===== src/rtl/pipeline_hazard_ctrl_if.sv =====
// Decode-side hazard bus: hazard inputs from ID/EX and enable/flush/bubble outputs.
// The master drives the hazard inputs; the slave (the controller) drives the enables.
interface pipeline_hazard_ctrl_if #(
    parameter int STALL_CNT_W = 16
);
    logic                   In_IDEX_MemRead;
    logic [4:0]             In_IDEX_RegRT;
    logic [4:0]             In_IFID_RegRS;
    logic [4:0]             In_IFID_RegRT;
    logic                   In_IFID_UsesRT;
    logic                   In_MultDivStart;
    logic                   In_BranchTaken;
    logic                   In_Halt;
    logic                   Out_PCWrite;
    logic                   Out_IFIDWrite;
    logic                   Out_IFIDFlush;
    logic                   Out_IDEXBubble;
    logic                   Out_Halted;
    logic [STALL_CNT_W-1:0] Out_StallCycles;

    modport master (
        output In_IDEX_MemRead, In_IDEX_RegRT, In_IFID_RegRS, In_IFID_RegRT,
               In_IFID_UsesRT, In_MultDivStart, In_BranchTaken, In_Halt,
        input  Out_PCWrite, Out_IFIDWrite, Out_IFIDFlush, Out_IDEXBubble,
               Out_Halted, Out_StallCycles
    );

    modport slave (
        input  In_IDEX_MemRead, In_IDEX_RegRT, In_IFID_RegRS, In_IFID_RegRT,
               In_IFID_UsesRT, In_MultDivStart, In_BranchTaken, In_Halt,
        output Out_PCWrite, Out_IFIDWrite, Out_IFIDFlush, Out_IDEXBubble,
               Out_Halted, Out_StallCycles
    );
endinterface


===== src/rtl/pipeline_hazard_ctrl.sv =====
// Pipeline hazard sequencer: load-use bubble, mult/div front-end hold, branch flush, sticky halt.
// Zero-cycle combinational response; stall/flush take effect at the next edge; no backpressure of its own.
module pipeline_hazard_ctrl #(
    parameter int MD_LATENCY  = 4,
    parameter int STALL_CNT_W = 16
) (
    input  logic                  Clock,
    input  logic                  Reset_n,
    pipeline_hazard_ctrl_if.slave bus
);
    typedef enum logic [1:0] {
        ST_RUN,
        ST_MD_BUSY,
        ST_HALTED
    } state_t;

    state_t                 state_q, state_d;
    logic [3:0]             md_cnt_q, md_cnt_d;
    logic                   halt_pend_q, halt_pend_d;
    logic [STALL_CNT_W-1:0] stall_cnt_q, stall_cnt_d;

    logic lu;
    logic pc_write, ifid_write, ifid_flush, idex_bubble, halted;

    // $0 is hardwired, so a load targeting it can never create a dependency.
    assign lu = bus.In_IDEX_MemRead && (bus.In_IDEX_RegRT != 5'd0) &&
                ((bus.In_IDEX_RegRT == bus.In_IFID_RegRS) ||
                 (bus.In_IFID_UsesRT && (bus.In_IDEX_RegRT == bus.In_IFID_RegRT)));

    always_comb begin
        state_d     = state_q;
        md_cnt_d    = md_cnt_q;
        halt_pend_d = halt_pend_q;
        pc_write    = 1'b1;
        ifid_write  = 1'b1;
        ifid_flush  = 1'b0;
        idex_bubble = 1'b0;
        halted      = 1'b0;

        unique case (state_q)
            ST_RUN: begin
                if (lu) begin
                    pc_write    = 1'b0;
                    ifid_write  = 1'b0;
                    idex_bubble = 1'b1;
                end else if (bus.In_Halt) begin
                    pc_write    = 1'b0;
                    ifid_write  = 1'b0;
                    idex_bubble = 1'b1;
                    state_d     = ST_HALTED;
                end else if (bus.In_BranchTaken) begin
                    ifid_flush  = 1'b1;
                end else if (bus.In_MultDivStart) begin
                    state_d     = ST_MD_BUSY;
                    md_cnt_d    = 4'(MD_LATENCY - 1);
                end
            end
            ST_MD_BUSY: begin
                pc_write    = 1'b0;
                ifid_write  = 1'b0;
                idex_bubble = 1'b1;
                md_cnt_d    = md_cnt_q - 4'd1;
                halt_pend_d = halt_pend_q | bus.In_Halt;
                // Last busy cycle: a halt seen at any point during the op is honoured now.
                if (md_cnt_q == 4'd1) begin
                    state_d     = (halt_pend_q || bus.In_Halt) ? ST_HALTED : ST_RUN;
                    halt_pend_d = 1'b0;
                end
            end
            ST_HALTED: begin
                pc_write    = 1'b0;
                ifid_write  = 1'b0;
                idex_bubble = 1'b1;
                halted      = 1'b1;
            end
            default: begin
                state_d = ST_RUN;
            end
        endcase

        stall_cnt_d = stall_cnt_q;
        if (!pc_write && (state_q != ST_HALTED) && (stall_cnt_q != {STALL_CNT_W{1'b1}}))
            stall_cnt_d = stall_cnt_q + 1'b1;
    end

    always_ff @(posedge Clock) begin
        if (!Reset_n) begin
            state_q     <= ST_RUN;
            md_cnt_q    <= 4'd0;
            halt_pend_q <= 1'b0;
            stall_cnt_q <= '0;
        end else begin
            state_q     <= state_d;
            md_cnt_q    <= md_cnt_d;
            halt_pend_q <= halt_pend_d;
            stall_cnt_q <= stall_cnt_d;
        end
    end

    // Reset holds the front end frozen with a bubble regardless of state.
    assign bus.Out_PCWrite     = Reset_n & pc_write;
    assign bus.Out_IFIDWrite   = Reset_n & ifid_write;
    assign bus.Out_IFIDFlush   = Reset_n & ifid_flush;
    assign bus.Out_IDEXBubble  = ~Reset_n | idex_bubble;
    assign bus.Out_Halted      = Reset_n & halted;
    assign bus.Out_StallCycles = stall_cnt_q;
endmodule


===== src/flat_wrapper.sv =====
// flat-port wrapper written by rule: the top's interface ports become plain ports
module pipeline_hazard_ctrl_flat 
#(
    parameter int MD_LATENCY  = 4,
    parameter int STALL_CNT_W = 16
)
  (Clock, Reset_n, bus_In_IDEX_MemRead, bus_In_IDEX_RegRT, bus_In_IFID_RegRS, bus_In_IFID_RegRT, bus_In_IFID_UsesRT, bus_In_MultDivStart, bus_In_BranchTaken, bus_In_Halt, bus_Out_PCWrite, bus_Out_IFIDWrite, bus_Out_IFIDFlush, bus_Out_IDEXBubble, bus_Out_Halted, bus_Out_StallCycles);
  pipeline_hazard_ctrl_if #(.STALL_CNT_W(STALL_CNT_W)) bus_i ();
  input  logic Clock;
  input  logic Reset_n;
  input wire logic [$bits(bus_i.In_IDEX_MemRead)-1:0] bus_In_IDEX_MemRead;
  input wire logic [$bits(bus_i.In_IDEX_RegRT)-1:0] bus_In_IDEX_RegRT;
  input wire logic [$bits(bus_i.In_IFID_RegRS)-1:0] bus_In_IFID_RegRS;
  input wire logic [$bits(bus_i.In_IFID_RegRT)-1:0] bus_In_IFID_RegRT;
  input wire logic [$bits(bus_i.In_IFID_UsesRT)-1:0] bus_In_IFID_UsesRT;
  input wire logic [$bits(bus_i.In_MultDivStart)-1:0] bus_In_MultDivStart;
  input wire logic [$bits(bus_i.In_BranchTaken)-1:0] bus_In_BranchTaken;
  input wire logic [$bits(bus_i.In_Halt)-1:0] bus_In_Halt;
  output wire logic [$bits(bus_i.Out_PCWrite)-1:0] bus_Out_PCWrite;
  output wire logic [$bits(bus_i.Out_IFIDWrite)-1:0] bus_Out_IFIDWrite;
  output wire logic [$bits(bus_i.Out_IFIDFlush)-1:0] bus_Out_IFIDFlush;
  output wire logic [$bits(bus_i.Out_IDEXBubble)-1:0] bus_Out_IDEXBubble;
  output wire logic [$bits(bus_i.Out_Halted)-1:0] bus_Out_Halted;
  output wire logic [$bits(bus_i.Out_StallCycles)-1:0] bus_Out_StallCycles;
  assign bus_i.In_IDEX_MemRead = bus_In_IDEX_MemRead;
  assign bus_i.In_IDEX_RegRT = bus_In_IDEX_RegRT;
  assign bus_i.In_IFID_RegRS = bus_In_IFID_RegRS;
  assign bus_i.In_IFID_RegRT = bus_In_IFID_RegRT;
  assign bus_i.In_IFID_UsesRT = bus_In_IFID_UsesRT;
  assign bus_i.In_MultDivStart = bus_In_MultDivStart;
  assign bus_i.In_BranchTaken = bus_In_BranchTaken;
  assign bus_i.In_Halt = bus_In_Halt;
  assign bus_Out_PCWrite = bus_i.Out_PCWrite;
  assign bus_Out_IFIDWrite = bus_i.Out_IFIDWrite;
  assign bus_Out_IFIDFlush = bus_i.Out_IFIDFlush;
  assign bus_Out_IDEXBubble = bus_i.Out_IDEXBubble;
  assign bus_Out_Halted = bus_i.Out_Halted;
  assign bus_Out_StallCycles = bus_i.Out_StallCycles;
  pipeline_hazard_ctrl #(.MD_LATENCY(MD_LATENCY), .STALL_CNT_W(STALL_CNT_W)) u_core (.Clock(Clock), .Reset_n(Reset_n), .bus(bus_i));
endmodule

===== config.mk =====
export PLATFORM = sky130hd
export DESIGN_NAME = pipeline_hazard_ctrl_flat
export DESIGN_NICKNAME = d
export VERILOG_FILES = /design/src/rtl/pipeline_hazard_ctrl_if.sv /design/src/rtl/pipeline_hazard_ctrl.sv /design/src/flat_wrapper.sv
export SDC_FILE = /design/constraint.sdc
export NUM_CORES = 1
export LEC_CHECK = 0
export CAP_MARGIN = 15
export CORE_MARGIN = 2
export CORE_UTILIZATION = 40
export DETAILED_ROUTE_END_ITERATION = 16
export GPL_ROUTABILITY_DRIVEN = 0
export GPL_TIMING_DRIVEN = 0
export HOLD_SLACK_MARGIN = 0.12
export PLACE_DENSITY = 0.66
export SYNTH_ARGS = -nofsm -noshare
export SYNTH_HDL_FRONTEND = slang
export SYNTH_SLANG_ARGS = --single-unit

===== constraint.sdc =====
create_clock -name Clock -period 2.7 [get_ports Clock]
set_input_delay 0.27 -clock Clock [delete_from_list [all_inputs] [get_ports Clock]]
set_output_delay 0.27 -clock Clock [all_outputs]
set_load 0.02 [all_outputs]

== Yosys cells after proc, flatten, opt, wreduce, memory -nomap -nowiden ==
Index checks and enable logic that the tools add are counted.

* Add/subtract/negate cells: 2
* Equal/unequal tests: 14
* Mux-type cells: 24
* Bitwise logic cells: 7
* Reductions and logical operators: 14

{| class="wikitable"
|+ Operators by type and width
! cell !! number
|-
| $add 16x1->16 const B || 1
|-
| $mux 4 || 4
|-
| $ne 16x16->1 const B || 1
|-
| $mux 2 || 6
|-
| $eq 5x5->1 || 2
|-
| $mux 1 || 10
|-
| $ne 2x2->1 const B || 5
|-
| $reduce_and 5->1 || 2
|-
| $pmux 4 s2 || 1
|-
| $ne 3x3->1 const B || 2
|-
| $pmux 2 s3 || 1
|-
| $logic_and 1x1->1 || 5
|-
| $reduce_bool 5->1 || 1
|-
| $eq 4x1->1 const B || 1
|-
| $pmux 1 s2 || 2
|-
| $sub 4x1->4 const B || 1
|-
| $and 1x1->1 || 3
|-
| $eq 2x1->1 const B || 1
|-
| $eq 2x2->1 const B || 1
|-
| $logic_not 2->1 || 1
|-
| $logic_or 1x1->1 || 2
|-
| $ne 2x1->1 const B || 1
|-
| $not 1->1 || 2
|-
| $or 1x1->1 || 2
|-
| other kinds (3) || 3
|}

* Flip-flop bits (word level): 23
* Input bits: 22
* Output and inout port bits: 21
* Word-level logic and storage cells: 65

== Longest topological paths before layout ==
* Word-level depth: 9
* Depth in mapped cells: 8
* Gate-level depth less buffers: 7

== Least setup slack after synthesis ==
No wires, ideal clock.

* Path kind: input to output
* Start point: input bus_In_IDEX_RegRT[0]
* End point: output bus_Out_PCWrite
* Data arrival time: 1.864 ns
* Required time: 2.430 ns
* Slack: 0.566 ns
* Cell stages on the path: 6
* Path buffers: 2
* Cells stage by stage: or4_4 -> o21ai_2 -> o21ai_2 -> buf_2 -> a21oi_1 -> buf_4

* Cells in the longest elaborated chain, start to end: 7
* Elaborated cells between the ends (all ways): 10
* Those cells by class: 2 x eq/ne; 2 x mux; 1 x bitwise; 5 x reduce/logical

{| class="wikitable"
|+ RTL lines
! item !! line !! source
|-
| start, declared || flat_wrapper.sv:12 || <nowiki>input wire logic [$bits(bus_i.In_IDEX_RegRT)-1:0] bus_In_IDEX_RegRT;</nowiki>
|-
| $eq 5x5->1 || pipeline_hazard_ctrl.sv:28 || <nowiki>(bus.In_IFID_UsesRT && (bus.In_IDEX_RegRT == bus.In_IFID_RegRT)));</nowiki>
|-
| $logic_and 1x1->1 || pipeline_hazard_ctrl.sv:28 ||
|-
| $logic_or 1x1->1 || pipeline_hazard_ctrl.sv:27 || <nowiki>((bus.In_IDEX_RegRT == bus.In_IFID_RegRS) ||</nowiki>
|-
| $logic_and 1x1->1 * || pipeline_hazard_ctrl.sv:26 || <nowiki>assign lu = bus.In_IDEX_MemRead && (bus.In_IDEX_RegRT != 5'd0) &&</nowiki>
|-
| $mux 1 * || -- ||
|-
| $pmux 1 s2 * || -- ||
|-
| $and 1x1->1 * || -- ||
|-
| end, declared || flat_wrapper.sv:19 || <nowiki>output wire logic [$bits(bus_i.Out_PCWrite)-1:0] bus_Out_PCWrite;</nowiki>
|}

Every way passes the cells marked *; elsewhere a longest branch is shown, timed or not.

== Worst setup path in the final report ==
* Start point: input bus_In_IDEX_RegRT[0]
* End point: output bus_Out_IFIDWrite

* Cells in the longest elaborated chain, start to end: 7
* Elaborated cells between the ends (all ways): 10
* Those cells by class: 2 x eq/ne; 2 x mux; 1 x bitwise; 5 x reduce/logical

{| class="wikitable"
|+ RTL lines
! item !! line !! source
|-
| $eq 5x5->1 || pipeline_hazard_ctrl.sv:28 ||
|-
| $logic_and 1x1->1 || pipeline_hazard_ctrl.sv:28 ||
|-
| $logic_or 1x1->1 || pipeline_hazard_ctrl.sv:27 ||
|-
| $logic_and 1x1->1 * || pipeline_hazard_ctrl.sv:26 ||
|-
| $mux 1 * || pipeline_hazard_ctrl.sv:42 || <nowiki>if (lu) begin</nowiki>
|-
| $pmux 1 s2 * || pipeline_hazard_ctrl.sv:40 || <nowiki>unique case (state_q)</nowiki>
|-
| $and 1x1->1 * || pipeline_hazard_ctrl.sv:102 || <nowiki>assign bus.Out_IFIDWrite = Reset_n & ifid_write;</nowiki>
|-
| end, declared || flat_wrapper.sv:20 || <nowiki>output wire logic [$bits(bus_i.Out_IFIDWrite)-1:0] bus_Out_IFIDWrite;</nowiki>
|}

Marks and branches as above.

==> metrics <==
number of DRC violations after detailed routing 0; die width about 63 um; total placed instance area 1873 sq um; final cycle utilization of the critical path 0.9512; most repeated library cell on the critical path o21ai_2; level count of the clock H-tree 1; worst path setup slack after routing 0.1318 ns; fin crit period around 2.6 ns; vias in the first global route 1,343; mean instance size in the synthesized netlist 8.404 sq um; initial core utilization 0.4181; count of endpoints failing setup in the final report 0; count leader, synth dfxtp_1; first-pass GRT wire length 5.761 mm; worst-path fanout max 10; CP Data Arrival Time 2.30 ns; area of the mapped netlist 1395 sq um; total nets after synthesis a little under 200; post-synthesis async set-or-reset flop share 0; fraction of the core area covered by cells at the end of the flow 0.5699; # port buffers 42; ranking of synthesized cells by instance count 23 x dfxtp_1, 17 x nor2_1, 15 x xor2_1, 13 x nand2_1, 10 x a21oi_1; Max Fclk ~0.39 GHz; Yosys cell types 42; Post-CTS Hold Fix Bufs 0; RSZ-0062 raised after global routing false; class of the tightest hold or removal check reg2reg; count of nets left with antenna violations after detail routing 0; most instantiated flip-flop cell in the synthesis netlist dfxtp_1; transition time at the pin with the least slew margin 0.6456 ns; DRC marker count from the first detailed-route iteration 61; total of flip-flops plus latches after synthesis 23; routed vias/inst 5.266; Synth area leaders dfxtp_1 33%, xor2_1 9.4%, ha_1 6.3%; initial antenna violation count 0; Required @ worst endpoint 2.43 ns; insertion delay to the later sink of the worst-skew pair 0.31 ns; number of core rows 21; most area-hungry cell type in the Yosys netlist dfxtp_1; TritonRoute pass-1 iters 4; largest net degree at the start of global routing 14; overall fraction of global-route tracks in use 0.1787; Synth Warn # 0; tightest slew margin relative to the limit 0.5663; final-stage net count roughly 240; clk buf depth 2; kind of end point of the critical path output port; Die ar. 3976 sq um; Placed Cells 254; post-detailed-routing wire length approximately 3.4 mm; area growth from synthesis to layout 36.32%; critical path, cell by cell clkdlybuf4s50_1 -> or4_4 -> o21ai_2 -> o21ai_2 -> buf_4 -> a21oi_1 -> clkdlybuf4s15_1; clk sink count 23; Worst VDD drop 318.9 uV; Via Count approximately 1,400; share of cells above drive strength 1 0.08920; number of enable flip-flop cells after synthesis 0; number of standard cells after synthesis roughly 170; Final Max Tran Viols 0; Non-Filler Instances 259; area share of the largest cell type after synthesis 0.3300; Setup crit start kind input port; Core Area about 3300 sq um; io pins 43; startpoint-to-endpoint class of the critical path in2out; Detail Placement HPWL 2.648 mm; skew final 0.005434 ns; count of maximum capacitance violations 0; slack of the worst reg-to-reg path 0.46 ns; Avg WL per Cell around 13 um; pre-CTS worst setup slack -0.3596 ns; GRT overflow 0; clock tree from TritonCTS built; number of failing hold endpoints at the final stage 0; clock buffers created by TritonCTS 3; slowest cell on the critical path or4_4; biggest cell delay along the critical path 0.56 ns; total power density per cell area 673.1 nW/um^2; tightest hold margin 0.5027 ns; outcome completed; die height 63.06 um; buffer type at the clock tree root clkbuf_4; post-route design area 1902 sq um; sequential share of the synthesized area 0.3300; static leakage 0.0006708 uW; # diodes 0; clock-pin slew of the registers on the worst-case setup and hold paths around 0.13 ns
-- cell families after synthesis --
logic type	synth area share
AND/OR/NAND/NOR	0.2736
AO/OA/AOI/OAI	0.1668
flip-flops	0.3300
XOR/XNOR	0.1193
buffers and inverters	0.03318
adder cells (fa/ha/maj)	0.06278
multiplexers	0.01435
-- final timing paths --
| kind | startpoint | end | cells after the start |
|---|---|---|---|
| worst max-delay path | bus_In_IDEX_RegRT[0] | bus_Out_IFIDWrite | 7 |
| worst min-delay path | u_core.bus.Out_StallCycles[10] | u_core.bus.Out_StallCycles[10] | 2 |
| worst max register to register | u_core.bus.Out_StallCycles[0] | u_core.bus.Out_StallCycles[6] | 7 |
| worst min register to register | u_core.bus.Out_StallCycles[10] | u_core.bus.Out_StallCycles[10] | 2 |
-- registers in the layout, indices dropped and copies added, names as in the netlist --
name and flops:
u_core.bus.Out_StallCycles 16, u_core.md_cnt_q 4, u_core.halt_pend_q 1, u_core.state_q 2
-- critical path: cells and delay by family --
| family | cells | cell delay, ns |
|---|---|---|
| AND/OR/NAND/NOR | 1 | 0.56 |
| buffers and inverters | 3 | 0.99 |
| AO/OA/AOI/OAI | 3 | 0.47 |
-- what timing repair did --
item	CTS	global route
setup endpoints to repair	4	4
buffers inserted	0	1
gates resized for setup	5	6
pin swaps	0	3
-- cell type report --
type / count / area, sq um
clock buffers: 3 / 22.52
well taps: 46 / 57.56
inverters: 6 / 22.52
fillers: 337 / 1435
flip-flops and latches: 23 / 460.4
repair buffers: 43 / 419.2
plain buffers: 5 / 26.28
clock inverters: 1 / 5.005
multi-input cells: 132 / 888.4
-- stage by stage --
stage | TNS [ns] | total power (uW)
after floorplan | 0 | 903.4
after global placement | -0.8371 | 1102
after detailed placement | -0.9170 | 1127
after CTS | 0 | 1278
after global routing | 0 | 1384
final | 0 | 1280
-- where the power goes --
part	internal (uW)	switching [uW]	total [uW]
logic	292	389	682
registers	387	50.6	438
clock network	55.3	106	161
-- metal layers --
metal	vias up	global-route usage	routed length [um]
li1	683	-	-
met1	628	0.2259	1455
met2	49	0.3098	1638
met3	4	0.03750	249
met4	0	0.04167	31
met5	-	0	0
-- layout by cell type (no fill, tap or decap), types with 2 or more instances in the layout --
| master | n |
|---|---|
| o21ai_2 | 2 |
| or3_1 | 3 |
| nand2_1 | 13 |
| a311oi_1 | 2 |
| nand4_1 | 4 |
| nor2_1 | 17 |
| xor2_1 | 15 |
| and2_1 | 3 |
| o21a_1 | 2 |
| nand3_1 | 8 |
| xnor2_1 | 4 |
| dfxtp_1 | 23 |
| clkbuf_1 | 3 |
| a21oi_1 | 10 |
| clkdlybuf4s50_1 | 38 |
| nor2b_1 | 3 |
| clkbuf_4 | 3 |
| o21ai_0 | 4 |
| ha_1 | 7 |
| and3_1 | 2 |
| o211ai_1 | 2 |
| o221a_2 | 2 |
| o31ai_1 | 2 |
| o31a_1 | 2 |
| inv_1 | 5 |
| mux2i_1 | 2 |
| nand2b_1 | 2 |
| buf_4 | 4 |
| or4_1 | 2 |
| nor3_1 | 5 |
| nand4b_1 | 2 |
(Power assumes the default switching activity.)
